<file path="src/rtl/funnel_sched_pkg.sv">
// Shared types and widths for the funnel round-robin scheduler.
package funnel_sched_pkg;
   typedef enum logic [1:0] {IDLE, ISSUE, GRANT} sched_state_t;
   localparam int INDEX_WIDTH  = 4;
   localparam int SELECT_WIDTH = 32;
endpackage

</file>
<file path="src/rtl/rr_priority_pick.sv">
// Combinational round-robin pick: first set req bit searching from last+1, wrapping.
module rr_priority_pick
   import funnel_sched_pkg::*;
#(
   parameter int funnelWidth = 8
) (
   input  logic [funnelWidth-1:0] req,
   input  logic [INDEX_WIDTH-1:0] last,
   output logic [INDEX_WIDTH-1:0] winner,
   output logic                   any
);
   logic [4:0]               start;
   logic [4:0]               off;
   logic [4:0]               sum;
   logic [2*funnelWidth-1:0] dbl;
   logic [funnelWidth-1:0]   rot;

   // Rotate so the search origin lands at bit 0, find-first, then un-rotate.
   always_comb begin
      start = (last >= INDEX_WIDTH'(funnelWidth-1)) ? 5'd0 : {1'b0, last} + 5'd1;
      dbl   = {req, req} >> start;
      rot   = dbl[funnelWidth-1:0];
      off   = 5'd0;
      for (int i = funnelWidth-1; i >= 0; i--) begin
         if (rot[i]) off = 5'(i);
      end
      sum    = start + off;
      winner = INDEX_WIDTH'((sum >= 5'(funnelWidth)) ? sum - 5'(funnelWidth) : sum);
      any    = |req;
   end
endmodule

</file>
<file path="src/rtl/funnel_scheduler.sv">
// Round-robin grant sequencer for an N-input PipeOut funnel selector.
module funnel_scheduler
   import funnel_sched_pkg::*;
#(
   parameter int funnelWidth = 8,
   parameter int burstLen    = 4
) (
   input  logic                    CLK,
   input  logic                    nRST,
   input  logic [funnelWidth-1:0]  req,
   input  logic                    deq_fire,
   output logic                    select__ENA,
   output logic [SELECT_WIDTH-1:0] select_v,
   input  logic                    select__RDY,
   output logic                    grant_valid,
   output logic [INDEX_WIDTH-1:0]  grant_index,
   output logic                    protocol_err
);
   localparam int CW = $clog2(burstLen+1);

   sched_state_t           state_q, state_d;
   logic [INDEX_WIDTH-1:0] pend_q, pend_d;
   logic [INDEX_WIDTH-1:0] gidx_q, gidx_d;
   logic [INDEX_WIDTH-1:0] last_q, last_d;
   logic [CW-1:0]          cnt_q, cnt_d;
   logic                   perr_q, perr_d;
   logic [INDEX_WIDTH-1:0] winner;
   logic                   any;
   logic [15:0]            req_ext;
   logic                   quantum_done, ran_dry;

   rr_priority_pick #(.funnelWidth(funnelWidth)) u_pick (
      .req    (req),
      .last   (last_q),
      .winner (winner),
      .any    (any)
   );

   always_ff @(posedge CLK) begin
      if (!nRST) begin
         state_q <= IDLE;
         pend_q  <= '0;
         gidx_q  <= '0;
         last_q  <= INDEX_WIDTH'(funnelWidth-1);
         cnt_q   <= '0;
         perr_q  <= 1'b0;
      end else begin
         state_q <= state_d;
         pend_q  <= pend_d;
         gidx_q  <= gidx_d;
         last_q  <= last_d;
         cnt_q   <= cnt_d;
         perr_q  <= perr_d;
      end
   end

   always_comb begin
      state_d      = state_q;
      pend_d       = pend_q;
      gidx_d       = gidx_q;
      last_d       = last_q;
      cnt_d        = cnt_q;
      req_ext      = 16'(req);
      quantum_done = deq_fire && (cnt_q == CW'(burstLen-1));
      ran_dry      = !req_ext[gidx_q] && !deq_fire;
      perr_d       = perr_q | (deq_fire && (state_q != GRANT));
      case (state_q)
         IDLE: begin
            if (any) begin
               pend_d  = winner;
               state_d = ISSUE;
            end
         end
         ISSUE: begin
            // Winner is committed; req is not re-sampled while the select stalls.
            if (select__RDY) begin
               state_d = GRANT;
               gidx_d  = pend_q;
               last_d  = pend_q;
               cnt_d   = '0;
            end
         end
         GRANT: begin
            if (deq_fire) cnt_d = cnt_q + 1'b1;
            if (quantum_done || ran_dry) begin
               state_d = IDLE;
               cnt_d   = '0;
            end
         end
         default: state_d = IDLE;
      endcase
   end

   assign select__ENA  = (state_q == ISSUE);
   assign select_v     = select__ENA ? SELECT_WIDTH'(pend_q) : '0;
   assign grant_valid  = (state_q == GRANT);
   assign grant_index  = gidx_q;
   assign protocol_err = perr_q;
endmodule

</file>
<file path="config.mk">
export PLATFORM = sky130hd
export DESIGN_NAME = funnel_scheduler
export DESIGN_NICKNAME = d
export VERILOG_FILES = /design/src/rtl/funnel_sched_pkg.sv /design/src/rtl/rr_priority_pick.sv /design/src/rtl/funnel_scheduler.sv
export SDC_FILE = /design/constraint.sdc
export NUM_CORES = 1
export LEC_CHECK = 0
export ABC_AREA = 1
export CELL_PAD_IN_SITES_DETAIL_PLACEMENT = 1
export CELL_PAD_IN_SITES_GLOBAL_PLACEMENT = 2
export CORE_ASPECT_RATIO = 1.25
export CORE_MARGIN = 2
export CORE_UTILIZATION = 30
export CTS_CLUSTER_DIAMETER = 200
export DETAILED_ROUTE_END_ITERATION = 8
export DONT_BUFFER_PORTS = 1
export GPL_TIMING_DRIVEN = 0
export PLACE_DENSITY_LB_ADDON = 0.3
export SETUP_SLACK_MARGIN = 0.05
export SYNTH_ARGS = -nofsm -noshare
export SYNTH_HDL_FRONTEND = slang
export SYNTH_HIERARCHICAL = 1
export SYNTH_SLANG_ARGS = --single-unit
</file>
<file path="constraint.sdc">
create_clock -name CLK -period 2.8 [get_ports CLK]
set_input_delay 0.56 -clock CLK [delete_from_list [all_inputs] [get_ports CLK]]
set_output_delay 0.56 -clock CLK [all_outputs]
set_load 0.005 [all_outputs]
</file>
=== Word-level counts from Yosys, hierarchy flattened ===
Cells that the tools add are included.

* Magnitude comparators: 3
* Reductions and logical operators: 13
* Equality and inequality tests: 8
* Bitwise logic cells: 1
* Shift-type cells: 1
* Add/subtract/negate cells: 4
* Mux-type cells: 21

{| class="wikitable"
|+ Operator list
! kind !! number
|-
| $mux W3 || 11
|-
| $shr A16 B5 Y8 || 1
|-
| $mux W4 || 2
|-
| $reduce_or A8 Y1 || 1
|-
| $mux W2 || 3
|-
| $pmux W2 S3 || 1
|-
| $pmux W3 S2 || 1
|-
| $reduce_and A3 Y1 || 2
|-
| $add A4 B1 Y5 const B || 1
|-
| $add A5 B3 Y5 || 1
|-
| $ge A5 B4 Y1 const B || 1
|-
| $lt A4 B5 Y1 const B || 1
|-
| $mux W5 || 1
|-
| $bmux W1 S4 || 1
|-
| $ge A4 B3 Y1 const B || 1
|-
| $ne A2 B1 Y1 const B || 2
|-
| $ne A2 B2 Y1 const B || 2
|-
| $reduce_and A2 Y1 || 2
|-
| $sub A4 B4 Y4 const B || 1
|-
| $add A3 B1 Y3 const B || 1
|-
| $eq A3 B2 Y1 const B || 1
|-
| $logic_and A1 B1 Y1 || 3
|-
| $ne A3 B2 Y1 const B || 1
|-
| $eq A2 B1 Y1 const B || 1
|-
| other kinds (7) || 8
|}

* Logic and storage cells: 57
* Flip-flop bits (word level): 18
* Output and inout port bits: 39

=== Logic depth before layout (Yosys ltp) ===
* Word-level depth: 14
* Depth in mapped cells: 23
* Depth with buffers taken out: 23

=== Cells and area by module ===
Netlist, hierarchy kept.

{| class="wikitable"
|+ Modules (own cells, without submodules)
! module !! times used !! area an instance (um^2) !! cells an instance
|-
| funnel_scheduler || 1 || 1,131.1 || 161
|-
| rr_priority_pick || 1 || 654.4 || 117
|}

=== Worst setup path after synthesis ===
Ideal clock, no wire load.

* Kind: reg2reg
* Start: register last_q[0]
* End: register pend_q[3]
* Clock period less this slack: 2.739 ns
* Setup time: 0.116 ns
* Path buffers: 0
* Arrival time: 2.623 ns
* Setup slack: 0.061 ns
* Stages on the path, launching flop included: 24
* Data required time: 2.684 ns
* Cells stage by stage: dfxtp_1 ha_1 nand2_4 nand2_4 nor2_8 inv_4 nor2_4 inv_2 nor2_2 nor2_1 nand2_1 nand2_1 nand2_1 nand2_1 nand2_1 a21oi_2 ha_1 fa_1 nand2_1 nor2_1 o21ai_0 inv_1 o21ai_0 nor2_1

* Longest elaborated chain between the ends: 14
* Elaborated cells between the ends (all ways): 16
* Those cells by class: add/sub (3); order compare (2); shift (1); mux (10)

{| class="wikitable"
|+ RTL lines
! item !! line !! RTL
|-
| start, declared || funnel_scheduler.sv:24 || <nowiki>logic [INDEX_WIDTH-1:0] last_q, last_d;</nowiki>
|-
| start signal, assigned || funnel_scheduler.sv:44 || <nowiki>last_q <= INDEX_WIDTH'(funnelWidth-1);</nowiki>
|-
| start signal, assigned || funnel_scheduler.sv:51 || <nowiki>last_q <= last_d;</nowiki>
|-
| $add A4 B1 Y5 or $ge A4 B3 Y1 (tied branches) || rr_priority_pick.sv:20 || <nowiki>start = (last >= INDEX_WIDTH'(funnelWidth-1)) ? 5'd0 : {1'b0, last} + 5'd1;</nowiki>
|-
| $mux W5 (*) || rr_priority_pick.sv:20 ||
|-
| $shr A16 B5 Y8 || rr_priority_pick.sv:21 || <nowiki>dbl = {req, req} >> start;</nowiki>
|-
| $mux W3 (8 in a row) || rr_priority_pick.sv:25 || <nowiki>if (rot[i]) off = 5'(i);</nowiki>
|-
| $add A5 B3 Y5 (*) || rr_priority_pick.sv:27 || <nowiki>sum = start + off;</nowiki>
|-
| $sub A4 B4 Y4 or $ge A5 B4 Y1 (tied branches) || rr_priority_pick.sv:28 || <nowiki>winner = INDEX_WIDTH'((sum >= 5'(funnelWidth)) ? sum - 5'(funnelWidth) : sum);</nowiki>
|-
| $mux W4 (*) || rr_priority_pick.sv:28 ||
|-
| named net winner[3] || funnel_scheduler.sv:27 || <nowiki>logic [INDEX_WIDTH-1:0] winner;</nowiki>
|-
| end signal, assigned || funnel_scheduler.sv:49 || <nowiki>pend_q <= pend_d;</nowiki>
|-
| end, declared || funnel_scheduler.sv:22 || <nowiki>logic [INDEX_WIDTH-1:0] pend_q, pend_d;</nowiki>
|}

The timed path passes the listed nets; every way through them passes the cells marked *.
A chain may end at the register's enable or synchronous reset.

=== Final worst setup path ===
Same ends and word-level chain as after synthesis.

==> metrics.cfg <==
[clock_tree]
clkLatencyLatePin_ns=0.25
htreeDepth=1
cts_buffers=3
cts.clk_slew.worst_paths_ns=0.07
cts_tree=built
cts-root-buf=clkbuf_8
holdBufCountCts=0
clockBufferDepth=2
clock_sinks=17

[power]
total_power_mw=1.14
powerDensity_nw_per_um2=515
ir_worst_vdd_uv=163
p_leak_nw=1.20

[placed_design]
port-buffer-count=0
dpl.hpwl_mm=3.73
pre_cts_slack_ns=-0.281
gp_congestion=0.779

[synthesis]
ys_types=32
yosys_most_used_dff=dfxtp_1
synth_seq_area_share_pct=19.1
synth_async_sr_flop_share_pct=0
synth-edff-count=0
ys_ff_latch=17
syn_area_um2=1790
syn-instance-count=278
synth_warnings=6
postSynthAreaPerCell_um2=6.42

[die]
floorplan.initialDensity_pct=30.9
die-area_um2=6590
ioPinCount=51
rows=31
core_area_um2=5780
dieHeight_um=90.3
die_w_um=73

[global_routing]
grt_max_degree=11
grt_pass1_vias=1745
grtUsageTotal_pct=14.2
grt_pass1_wl_mm=7.69
antenna_found_initial=0
gr-total-overflow=0

[layout]
drive_gt1_share_pct=26.0
seqCellArea_um2=347
final_common_cell=nand2_1
layout_common_cells=nand2_1, buf_4, nand3_1, inv_1
final.fill_count=776
multi_input_area_um2=1260
n_antenna_cell=0
nets=347
syn_to_final_growth_pct=24.2

[sta]
finalHoldViolCount=0
fmax_mhz=369
finalCritPeriodShare_pct=96.8
maxSlewViolCount=0
fin_worst_skew_ns=0.00289
finalSetupViolCount=0
rsz0062_at_grt=yes
fin_ws_ns=0.0887
period_minus_slack_ns=2.71
setup_tns_ns=0

[routing]
ant_nets=0
avgRoutedWirePerCell_um=12.4
wl_met3_um=167
drc=0
wl_met2_mm=2.70
dr.pass1.iters=6
vias=1822
drt_iter0_markers=40
drt-met1-wl_mm=1.92
viasPerCell=4.68
routed.top_layer=met4
drt-total-wl_mm=4.82

[worst_setup_path]
cp_top_family=simple AND/OR/NAND/NOR gates
cp-startpoint=last_q[0]
crit_fanout=7
crit_chain=ha_4, nand2_8, buf_12, nand4_1, nand3_1, nand2_2, nor2_4, nor2_1, nand2_1, nand2_1, nand2_1, nand2_1, nand2_1, a21oi_2, ha_2, fa_2, nand2_1, nor2_1, o21ai_1, inv_1, o21ai_1, nor2_1
crit_type=flip-flop to flip-flop
crit_slowest_cell=dfxtp_4
critPathMaxStageDelay_ns=0.36
required_ns=2.95
crit_buf_inv=2
timing.rr.start=last_q[0]
endpoint_kind=flip-flop
crit_top_cell=nand2_1
critPathLaunchType=flip-flop
arrival_ns=2.86

[hold_path]
hp-class=input port to flip-flop
worstHoldStart=nRST

[flow_run]
max_cap_viol_count=0

[outcome]
run_status=completed

[area by class of cell]
class                   instances  share of cell area [%]
clock buffers                   4                    2.03
repair inverters                1                   0.282
repair buffers                 11                    4.29
well taps                      66                    3.72
flip-flops and latches         17                    15.6
plain buffers                  30                    10.4
multi-input cells             223                    56.8
inverters                      37                    6.83
[metal layers]
layer	GRT usage, %	up-vias
li1	-	926
met1	15.7	859
met2	27.1	35
met3	1.79	2
met4	3.70	0
met5	0	-
[power by group]
| group | total (mW) | switching [mW] | internal, mW | leakage, nW |
|---|---|---|---|---|
| combinational | 0.641 | 0.382 | 0.259 | 1.04 |
| clock | 0.186 | 0.0848 | 0.101 | 0.0228 |
| sequential | 0.316 | 0.0357 | 0.280 | 0.139 |
[path summary, 6_finish.rpt]
check	end	slack [ns]	cells after the start
setup reg to reg	pend_q[3]	0.09	22
hold reg to reg	state_q[1]	0.49	2
hold / removal	pend_q[3]	0.44	2
setup / recovery	pend_q[3]	0.09	22
[synth_stat cells, types with 2 or more instances]
cell type,instances,area share (%)
nor2_2,2,0.70
nor2_1,29,6.1
buf_4,29,12
inv_4,2,0.70
nand2_4,5,3.2
inv_1,29,6.1
nand4_1,7,2.5
nand3_4,3,2.9
o21ai_1,2,0.56
nand3_1,34,9.5
nor4_1,2,0.70
dfxtp_1,17,19
nand3_2,3,1.7
a21oi_1,7,2.0
ha_1,10,7.0
nand2_1,72,15
inv_2,5,1.1
o21ai_0,6,1.7
[flip-flops by register name (all words and copies together), names as in the netlist]
signal / count
last_q: 3
grant_index: 4
pend_q: 4
state_q: 2
cnt_q: 3
protocol_err: 1
[kinds of logic (layout without fill, tap and decap cells)]
family / Yosys count / in the layout / share of synthesized area, %
other cells: 1 / 28 / 0.210
simple gates: 162 / 164 / 45.1
compound gates: 19 / 19 / 5.96
buf+inv: 67 / 83 / 21.0
flops: 17 / 17 / 19.1
xor+xnor: 1 / 1 / 0.491
fa+ha+maj: 11 / 11 / 8.13
[metrics by stage]
step | utilization, % | instances | hold WS (ns) | instance area (um^2)
after floorplan | - | 305 | 0.456 | 1890
after global placement | 34.1 | 371 | 0.476 | 1970
after CTS | 36.5 | 381 | 0.443 | 2110
final | 38.4 | 389 | 0.444 | 2220
after detailed placement | 34.1 | 371 | 0.487 | 1970
after global routing | 38.4 | 389 | 0.451 | 2220
[repair_timing]
action | 4_1_cts | 5_1_grt
setup buffers | 6 | 5
gates cloned | 0 | 3
gates resized for setup | 11 | 13
endpoints found under the hold margin | 0 | 0
setup endpoints to repair | 3 | 3
pin swaps | 5 | 8
(Power assumes the default switching activity.)
